[config.mk]
export PLATFORM = sky130hd
export DESIGN_NAME = literal_formatter
export DESIGN_NICKNAME = d
export VERILOG_FILES = /design/src/rtl/literal_formatter.sv
export SDC_FILE = /design/constraint.sdc
export NUM_CORES = 1
export LEC_CHECK = 0
export BUFFER_PORTS_ARGS = -buffer_cell sky130_fd_sc_hd__buf_2
export CAP_MARGIN = 20
export CORE_MARGIN = 2
export CORE_UTILIZATION = 56
export CTS_CLUSTER_SIZE = 28
export DETAILED_ROUTE_END_ITERATION = 12
export PLACE_DENSITY = 0.74
export SLEW_MARGIN = 20
export SYNTH_ARGS = -nofsm -noshare
export SYNTH_HDL_FRONTEND = slang
export SYNTH_SLANG_ARGS = --single-unit
[constraint.sdc]
create_clock -name sysclk -period 3.75 [get_ports sysclk]
set_clock_uncertainty 0.2 [all_clocks]
set_input_delay 0.75 -clock sysclk [delete_from_list [all_inputs] [get_ports sysclk]]
set_output_delay 0.75 -clock sysclk [all_outputs]
set_load 0.01 [all_outputs]
[src/rtl/literal_formatter.sv]
// Streams an unsigned value as an ASCII based literal such as 16#12AF#.
// Digits are produced LSB-first into a buffer, then emitted MSB-first over a valid/ready byte stream.
module literal_formatter #(
    parameter int W = 16
) (
    input  logic         sysclk,
    input  logic         rstn,
    input  logic         in_valid,
    output logic         in_ready,
    input  logic [W-1:0] value,
    input  logic [1:0]   radix,
    output logic         out_valid,
    input  logic         out_ready,
    output logic [7:0]   out_char,
    output logic         out_last
);

    localparam int NW = $clog2(W + 1);
    localparam int AW = $clog2(W);
    localparam logic [NW-1:0] N_ONE    = 1;
    localparam logic [NW-1:0] N_TWO    = 2;
    localparam logic [AW-1:0] C_ONE    = 1;
    localparam logic [AW-1:0] DIV_LAST = AW'(W - 1);

    typedef enum logic [2:0] {
        IDLE,
        CONV,
        DIV,
        PREFIX,
        HASH1,
        DIGITS,
        HASH2
    } state_t;

    state_t        state;
    logic [W-1:0]  q;
    logic [1:0]    radix_r;
    logic [NW-1:0] n;
    logic [3:0]    digits [W];
    logic [3:0]    rem;
    logic [AW-1:0] div_cnt;
    logic          prefix_second;

    logic [W-1:0]  q_shift;
    logic [3:0]    low_digit;
    logic [4:0]    trial;
    logic          trial_ge;
    logic [3:0]    rem_next;
    logic [W-1:0]  quo_next;
    logic [NW-1:0] n_inc;
    logic [NW-1:0] n_dec;
    logic [NW-1:0] n_dec2;
    logic [7:0]    prefix_first;

    function automatic logic [7:0] to_ascii(input logic [3:0] d);
        return (d < 4'd10) ? (8'h30 + {4'h0, d}) : (8'h37 + {4'h0, d});
    endfunction

    // Power-of-two radices peel off the low bits directly.
    always_comb begin
        q_shift   = q >> 1;
        low_digit = {3'b000, q[0]};
        case (radix_r)
            2'b01: begin
                q_shift   = q >> 3;
                low_digit = {1'b0, q[2:0]};
            end
            2'b11: begin
                q_shift   = q >> 4;
                low_digit = q[3:0];
            end
            default: begin
                q_shift   = q >> 1;
                low_digit = {3'b000, q[0]};
            end
        endcase
    end

    // One restoring-division step: shift the next dividend bit into the remainder and try subtracting 10.
    always_comb begin
        trial    = {rem, q[W-1]};
        trial_ge = (trial >= 5'd10);
        rem_next = trial_ge ? (trial[3:0] - 4'd10) : trial[3:0];
        quo_next = {q[W-2:0], trial_ge};
    end

    always_comb begin
        n_inc  = n + N_ONE;
        n_dec  = n - N_ONE;
        n_dec2 = n - N_TWO;
        case (radix_r)
            2'b00:   prefix_first = 8'h32;
            2'b01:   prefix_first = 8'h38;
            default: prefix_first = 8'h31;
        endcase
    end

    always_ff @(posedge sysclk or negedge rstn) begin
        if (!rstn) begin
            state         <= IDLE;
            in_ready      <= 1'b1;
            out_valid     <= 1'b0;
            out_char      <= 8'h00;
            out_last      <= 1'b0;
            q             <= '0;
            radix_r       <= 2'b00;
            n             <= '0;
            rem           <= 4'h0;
            div_cnt       <= '0;
            prefix_second <= 1'b0;
            for (int i = 0; i < W; i++) begin
                digits[i] <= 4'h0;
            end
        end else begin
            case (state)
                IDLE: begin
                    if (in_valid) begin
                        q        <= value;
                        radix_r  <= radix;
                        n        <= '0;
                        in_ready <= 1'b0;
                        state    <= CONV;
                    end
                end
                CONV: begin
                    if (radix_r == 2'b10) begin
                        rem     <= 4'h0;
                        div_cnt <= '0;
                        state   <= DIV;
                    end else begin
                        digits[n[AW-1:0]] <= low_digit;
                        q                 <= q_shift;
                        n                 <= n_inc;
                        if (q_shift == '0) begin
                            state         <= PREFIX;
                            out_valid     <= 1'b1;
                            out_char      <= prefix_first;
                            prefix_second <= 1'b0;
                        end
                    end
                end
                DIV: begin
                    q       <= quo_next;
                    rem     <= rem_next;
                    div_cnt <= div_cnt + C_ONE;
                    if (div_cnt == DIV_LAST) begin
                        digits[n[AW-1:0]] <= rem_next;
                        n                 <= n_inc;
                        div_cnt           <= '0;
                        if (quo_next == '0) begin
                            state         <= PREFIX;
                            out_valid     <= 1'b1;
                            out_char      <= prefix_first;
                            prefix_second <= 1'b0;
                        end else begin
                            state <= CONV;
                        end
                    end
                end
                PREFIX: begin
                    // Radix 10 and 16 need a second prefix character.
                    if (out_ready) begin
                        if (radix_r[1] && !prefix_second) begin
                            prefix_second <= 1'b1;
                            out_char      <= radix_r[0] ? 8'h36 : 8'h30;
                        end else begin
                            state    <= HASH1;
                            out_char <= 8'h23;
                        end
                    end
                end
                HASH1: begin
                    if (out_ready) begin
                        state    <= DIGITS;
                        out_char <= to_ascii(digits[n_dec[AW-1:0]]);
                    end
                end
                DIGITS: begin
                    if (out_ready) begin
                        if (n == N_ONE) begin
                            state    <= HASH2;
                            out_char <= 8'h23;
                            out_last <= 1'b1;
                        end else begin
                            n        <= n_dec;
                            out_char <= to_ascii(digits[n_dec2[AW-1:0]]);
                        end
                    end
                end
                HASH2: begin
                    if (out_ready) begin
                        state     <= IDLE;
                        out_valid <= 1'b0;
                        out_last  <= 1'b0;
                        out_char  <= 8'h00;
                        in_ready  <= 1'b1;
                    end
                end
                default: begin
                    state <= IDLE;
                end
            endcase
        end
    end

endmodule

# == After elaboration in Yosys (flattened, before gate mapping) ==
# Index checks and enable logic that the tools add are counted.
# Widths: inputs -> output; s select.
# op_classes
eq_ne,26
n_mux,75
n_reduce_logical,26
magnitude_cmp,7
addsub,9
bitwise,3
# op_table
cell,count
$bwmux 64,2
$mux 64,2
$pmux 64 s2,1
$mux 8,8
$pmux 16 s3,1
$pmux 8 s6,1
$mux 3,11
$bmux 4 s4,2
$logic_not 16->1,2
$mux 16,2
$mux 4,8
$pmux 4 s2,4
$mux 5,6
$pmux 15 s2,1
$add 6x4->7 const A,4
$ne 2x2->1 const B,14
$mux 7,3
$pmux 3 s7,1
$pmux 5 s4,1
$reduce_and 9->1,2
$demux 4 s4,1
$ge 5x5->1 const B,3
$mux 1,15
$not 4->5,3
other kinds (32),48
# totals
out_inout_bits,11
wordCells,173
reg_bits,110
inputBits,22

# == Longest topological paths before layout ==
# depth
ltp_word,10
mapped_depth,15

# == Worst setup path after synthesis ==
# OpenSTA, ideal clock, no wires.
# synth_path
path_type,register -> register
start,register n[1]
end,register out_char[2]
arrival_ns,3.386
stages_incl_launch_ff,14
required_ns,3.425
setup_slack_ns,0.039
path_cell_list,dfrtp_1 -> buf_2 -> buf_1 -> inv_1 -> ha_1 -> buf_2 -> mux4_2 -> mux4_2 -> inv_1 -> ha_1 -> a21oi_1 -> o21bai_1 -> nand2_1 -> mux2_2
# synth_between
elab_chain_len,10
# synth_lines
item,line_no,text
start: declaration,38,logic [NW-1:0] n;
start signal: assignment,133,n <= n_inc;
start signal: assignment,148,n <= n_inc;
start signal: assignment,185,n <= n_dec;
$sub 4x2->4,90,n_dec2 = n - N_TWO;
$not 4->5 (not written as such),186,out_char <= to_ascii(digits[n_dec2[AW-1:0]]);
$bmux 4 s4,186,
$mux 4 (not written as such) (2 in a row),186,
$add 6x4->7 or $lt 4x4->1 (tied branches),56,"return (d < 4'd10) ? (8'h30 + {4'h0, d}) : (8'h37 + {4'h0, d});"
$mux 7,56,
$mux 7,180,if (n == N_ONE) begin
$mux 8,179,if (out_ready) begin
$pmux 8 s6 *,115,case (state)
end signal: assignment,137,out_char <= prefix_first;
end signal: assignment,175,out_char <= to_ascii(digits[n_dec[AW-1:0]]);
end signal: assignment,186,
end: declaration,14,"output logic [7:0] out_char,"
# Every way passes the cells marked *; elsewhere a longest branch is shown, timed or not. The select of a mux whose other input is x is not followed.
# A chain may end at the register's enable or synchronous reset.

# == Final worst setup path ==
# layout_path
start,register n[1]
end,register out_char[3]
# The elaborated chain is that of the path after synthesis.

==> results by group <==
Outcome
  – Outcome: finished, final reports clean

Drt
  – WL per Instance: ~20 um
  – Detail Route Antenna Nets: 0
  – Drt total wl: 18.3 mm
  – M1 wire length: approximately 7.5 mm
  – Vias: slightly below 6,000
  – DR iter-0 viols: between 600 and 700
  – Met2 wire length: between 9 and 10 mm
  – Metal3 WL: 1.06 mm
  – Residual DRC: 0
  – Highest metal used: met4
  – Number of iterations in the first detailed-routing pass: 5
  – Via-to-Cell Ratio: between 6 and 7

Critical path
  – CP max stage cell: ha_1
  – WP data arrival: 3.49 ns
  – Worst path required time: 3.83 ns
  – Type of the worst setup path: register to register
  – Cells along the critical path: inv_1, ha_1, buf_4, nand3b_1, mux2_2, a41oi_1, nor2_1, a21boi_2, or4_1, a31oi_1
  – Critical Path Fanout Max: 12
  – CP peak stage delay: approximately 0.64 ns
  – Crit start category: register
  – Worst setup EP type: register

Job
  – Max cap viols: 0

Timing
  – Final Max Slew Viols: 0
  – Worst-Margin Slew: just under 1 ns
  – Final worst-path cycle share: 0.909
  – Slew margin rel.: 0.343
  – Final setup violation count: 0
  – Fin. Hold Viols: 0
  – Unrepaired setup endpoints after global routing: no
  – Min cycle time layout: around 3.4 ns
  – TNS Setup: 0 ns
  – Fmax: ~0.29 GHz

Finish
  – P&R area growth vs syn: 8.74%
  – Ant. Diodes: 0
  – Nets: roughly 780
  – Layout cells sized above 1: 0.177
  – Core Util, Final: 0.626

Die
  – Core box area: 0.0121 mm2
  – Rows: 40
  – Ports: 33
  – Starting Density: 0.576
  – Die height: 115 um
  – Die width: 115 um
  – Area of the die: approximately 0.013 mm2

CTS
  – Clk_lat worst skew: about 0.36 ns
  – Total clock sinks: ~110
  – Cts hold-fix bufs: 0
  – Clk pin slew, worst setup/hold paths: roughly 0.080 ns
  – Clock root cell: clkbuf_16
  – Post-CTS Setup Bufs: 0
  – CTS tree: yes
  – Cts repair resizes: 0
  – Clock H-tree levels: 3
  – TritonCTS Buffers: 9
  – Max clock buf depth: 2

Power and ir drop
  – Power per cell area: 861 mW/mm2
  – Leak: 0.00317 uW
  – Max VDD drop: ~0.00043 V

Synth
  – Avg Synthesized Cell Area: about 9.6 um2
  – Post-synth top area share: 0.389
  – Unique cell type count in the Yosys netlist: 67
  – Cell accounting for the most synthesized area: dfrtp_1
  – Synth warn: 0
  – Yosys reg bits: around 110
  – Top-count cell post-synth: nand2_1
  – Post-synth EDFFs: 0
  – Sequential share of the synthesized area: 0.393
  – Post-synth top cells: 110 x nand2_1, 108 x dfrtp_1, 96 x o21ai_0
  – Synth Net Count: 757
  – Main synth FF type: dfrtp_1
  – Synthesized area: approximately 0.0069 mm2
  – Top area cells in the synthesized netlist: dfrtp_1 39%, mux4_2 8.1%, o21ai_0 6.9%, nand2_1 5.9%, mux2i_1 4.9%
  – Async set-reset flop share out of synthesis: 1.00
  – Mapped Cells: roughly 720

Global route
  – Vias in the first global route: about 5,900
  – Antenna violations before repair: 0
  – Largest net degree at the start of global routing: between 70 and 80
  – GRT Util Overall: 0.295
  – Overflow after GRT: 0
  – First-pass GRT wire length: 30.6 mm

Place
  – Port bufs: 31
  – Final HPWL from detailed placement: around 13 mm
  – Gpl congestion: roughly 0.9

Min path
  – Worst min-delay path class: register to register
-- stage by stage --
step	worst slack [ns]	area (um2)	total power [uW]	hold WS (ns)	cells
after floorplan	0.0392	6940	4560	0.251	723
after global placement	0.442	7260	5370	0.281	900
after detailed placement	0.350	7260	5490	0.295	900
after CTS	0.336	7550	6470	0.314	915
after global routing	0.0817	7550	6970	0.336	915
final	0.341	7550	6500	0.309	915
-- worst max-delay path, delay by kind of cell (launching register included) --
family	cells	cell delay, ns
AOI/OAI and AO/OA	3	0.73
adders and majority gates	1	0.64
buffers and inverters	2	0.39
DFF	1	0.35
muxes	1	0.29
and+or+nand+nor	3	0.73
-- power breakdown --
group	total (uW)	internal, uW	switching, uW
Clock	957	470	487
Combinational	3590	1520	2070
Sequential	1950	1490	458
Total	6500	3480	3020
-- logic make-up (layout without fill, tap and decap cells) --
group                    count (synthesis)  in the layout  synth area share
XOR/XNOR                                 6              6            0.0157
other                                    1              1          0.000540
flip-flops                             109            109             0.393
AO/OA/AOI/OAI                          234            234             0.212
buffers and inverters                   57             81            0.0389
AND/OR/NAND/NOR                        219            219             0.140
multiplexers                            84             84             0.177
adder cells (fa/ha/maj)                 13             13            0.0231
-- layer usage --
layer | global-route usage | vias to the layer above
met3 | 0.0554 | 45
met1 | 0.387 | 2941
met5 | 0 | -
li1 | - | 2727
met4 | 0.120 | 0
met2 | 0.484 | 227
-- placed cells by master, fill, tap and decap left out, types with 6 or more instances in the layout --
cell type / n
a21oi_1: 40
a221oi_1: 6
a22o_1: 17
a22oi_1: 28
a31oi_1: 8
buf_2: 30
buf_4: 24
clkbuf_16: 9
dfrtp_1: 107
ha_1: 12
inv_1: 9
mux2_2: 22
mux2i_1: 34
mux4_2: 25
nand2_1: 110
nand3_1: 7
nor2_1: 53
nor2b_1: 6
o21ai_0: 96
-- state kept, by name, indices dropped and copies added, names as in the netlist --
register,count
rem,4
radix_r,2
prefix_second,1
q,16
out_last,1
digits,64
in_ready,1
state,3
n,5
out_valid,1
div_cnt,4
out_char,7
-- cell type report --
type / count / area [um2]
clock buffer: 9 / 225
clock inverter: 6 / 65.1
fill: 1025 / 4510
inverter: 12 / 45.0
multi-input combinational: 557 / 3940
sequential: 109 / 2730
tap: 168 / 210
timing repair buffer: 54 / 330
-- path summary, 6_finish.rpt --
path	startpoint	end	slack [ns]	cells after the start
max	n[1]	out_char[3]	0.34	10
min in group asynchronous	rstn	state[0]	0.35	1
max in group asynchronous	rstn	digits[14]	2.16	2
min reg2reg	digits[23]	digits[23]	0.31	2
max reg2reg	n[1]	out_char[3]	0.34	10
min	digits[23]	digits[23]	0.31	2
Note: power is estimated with default switching activity, not from simulation.
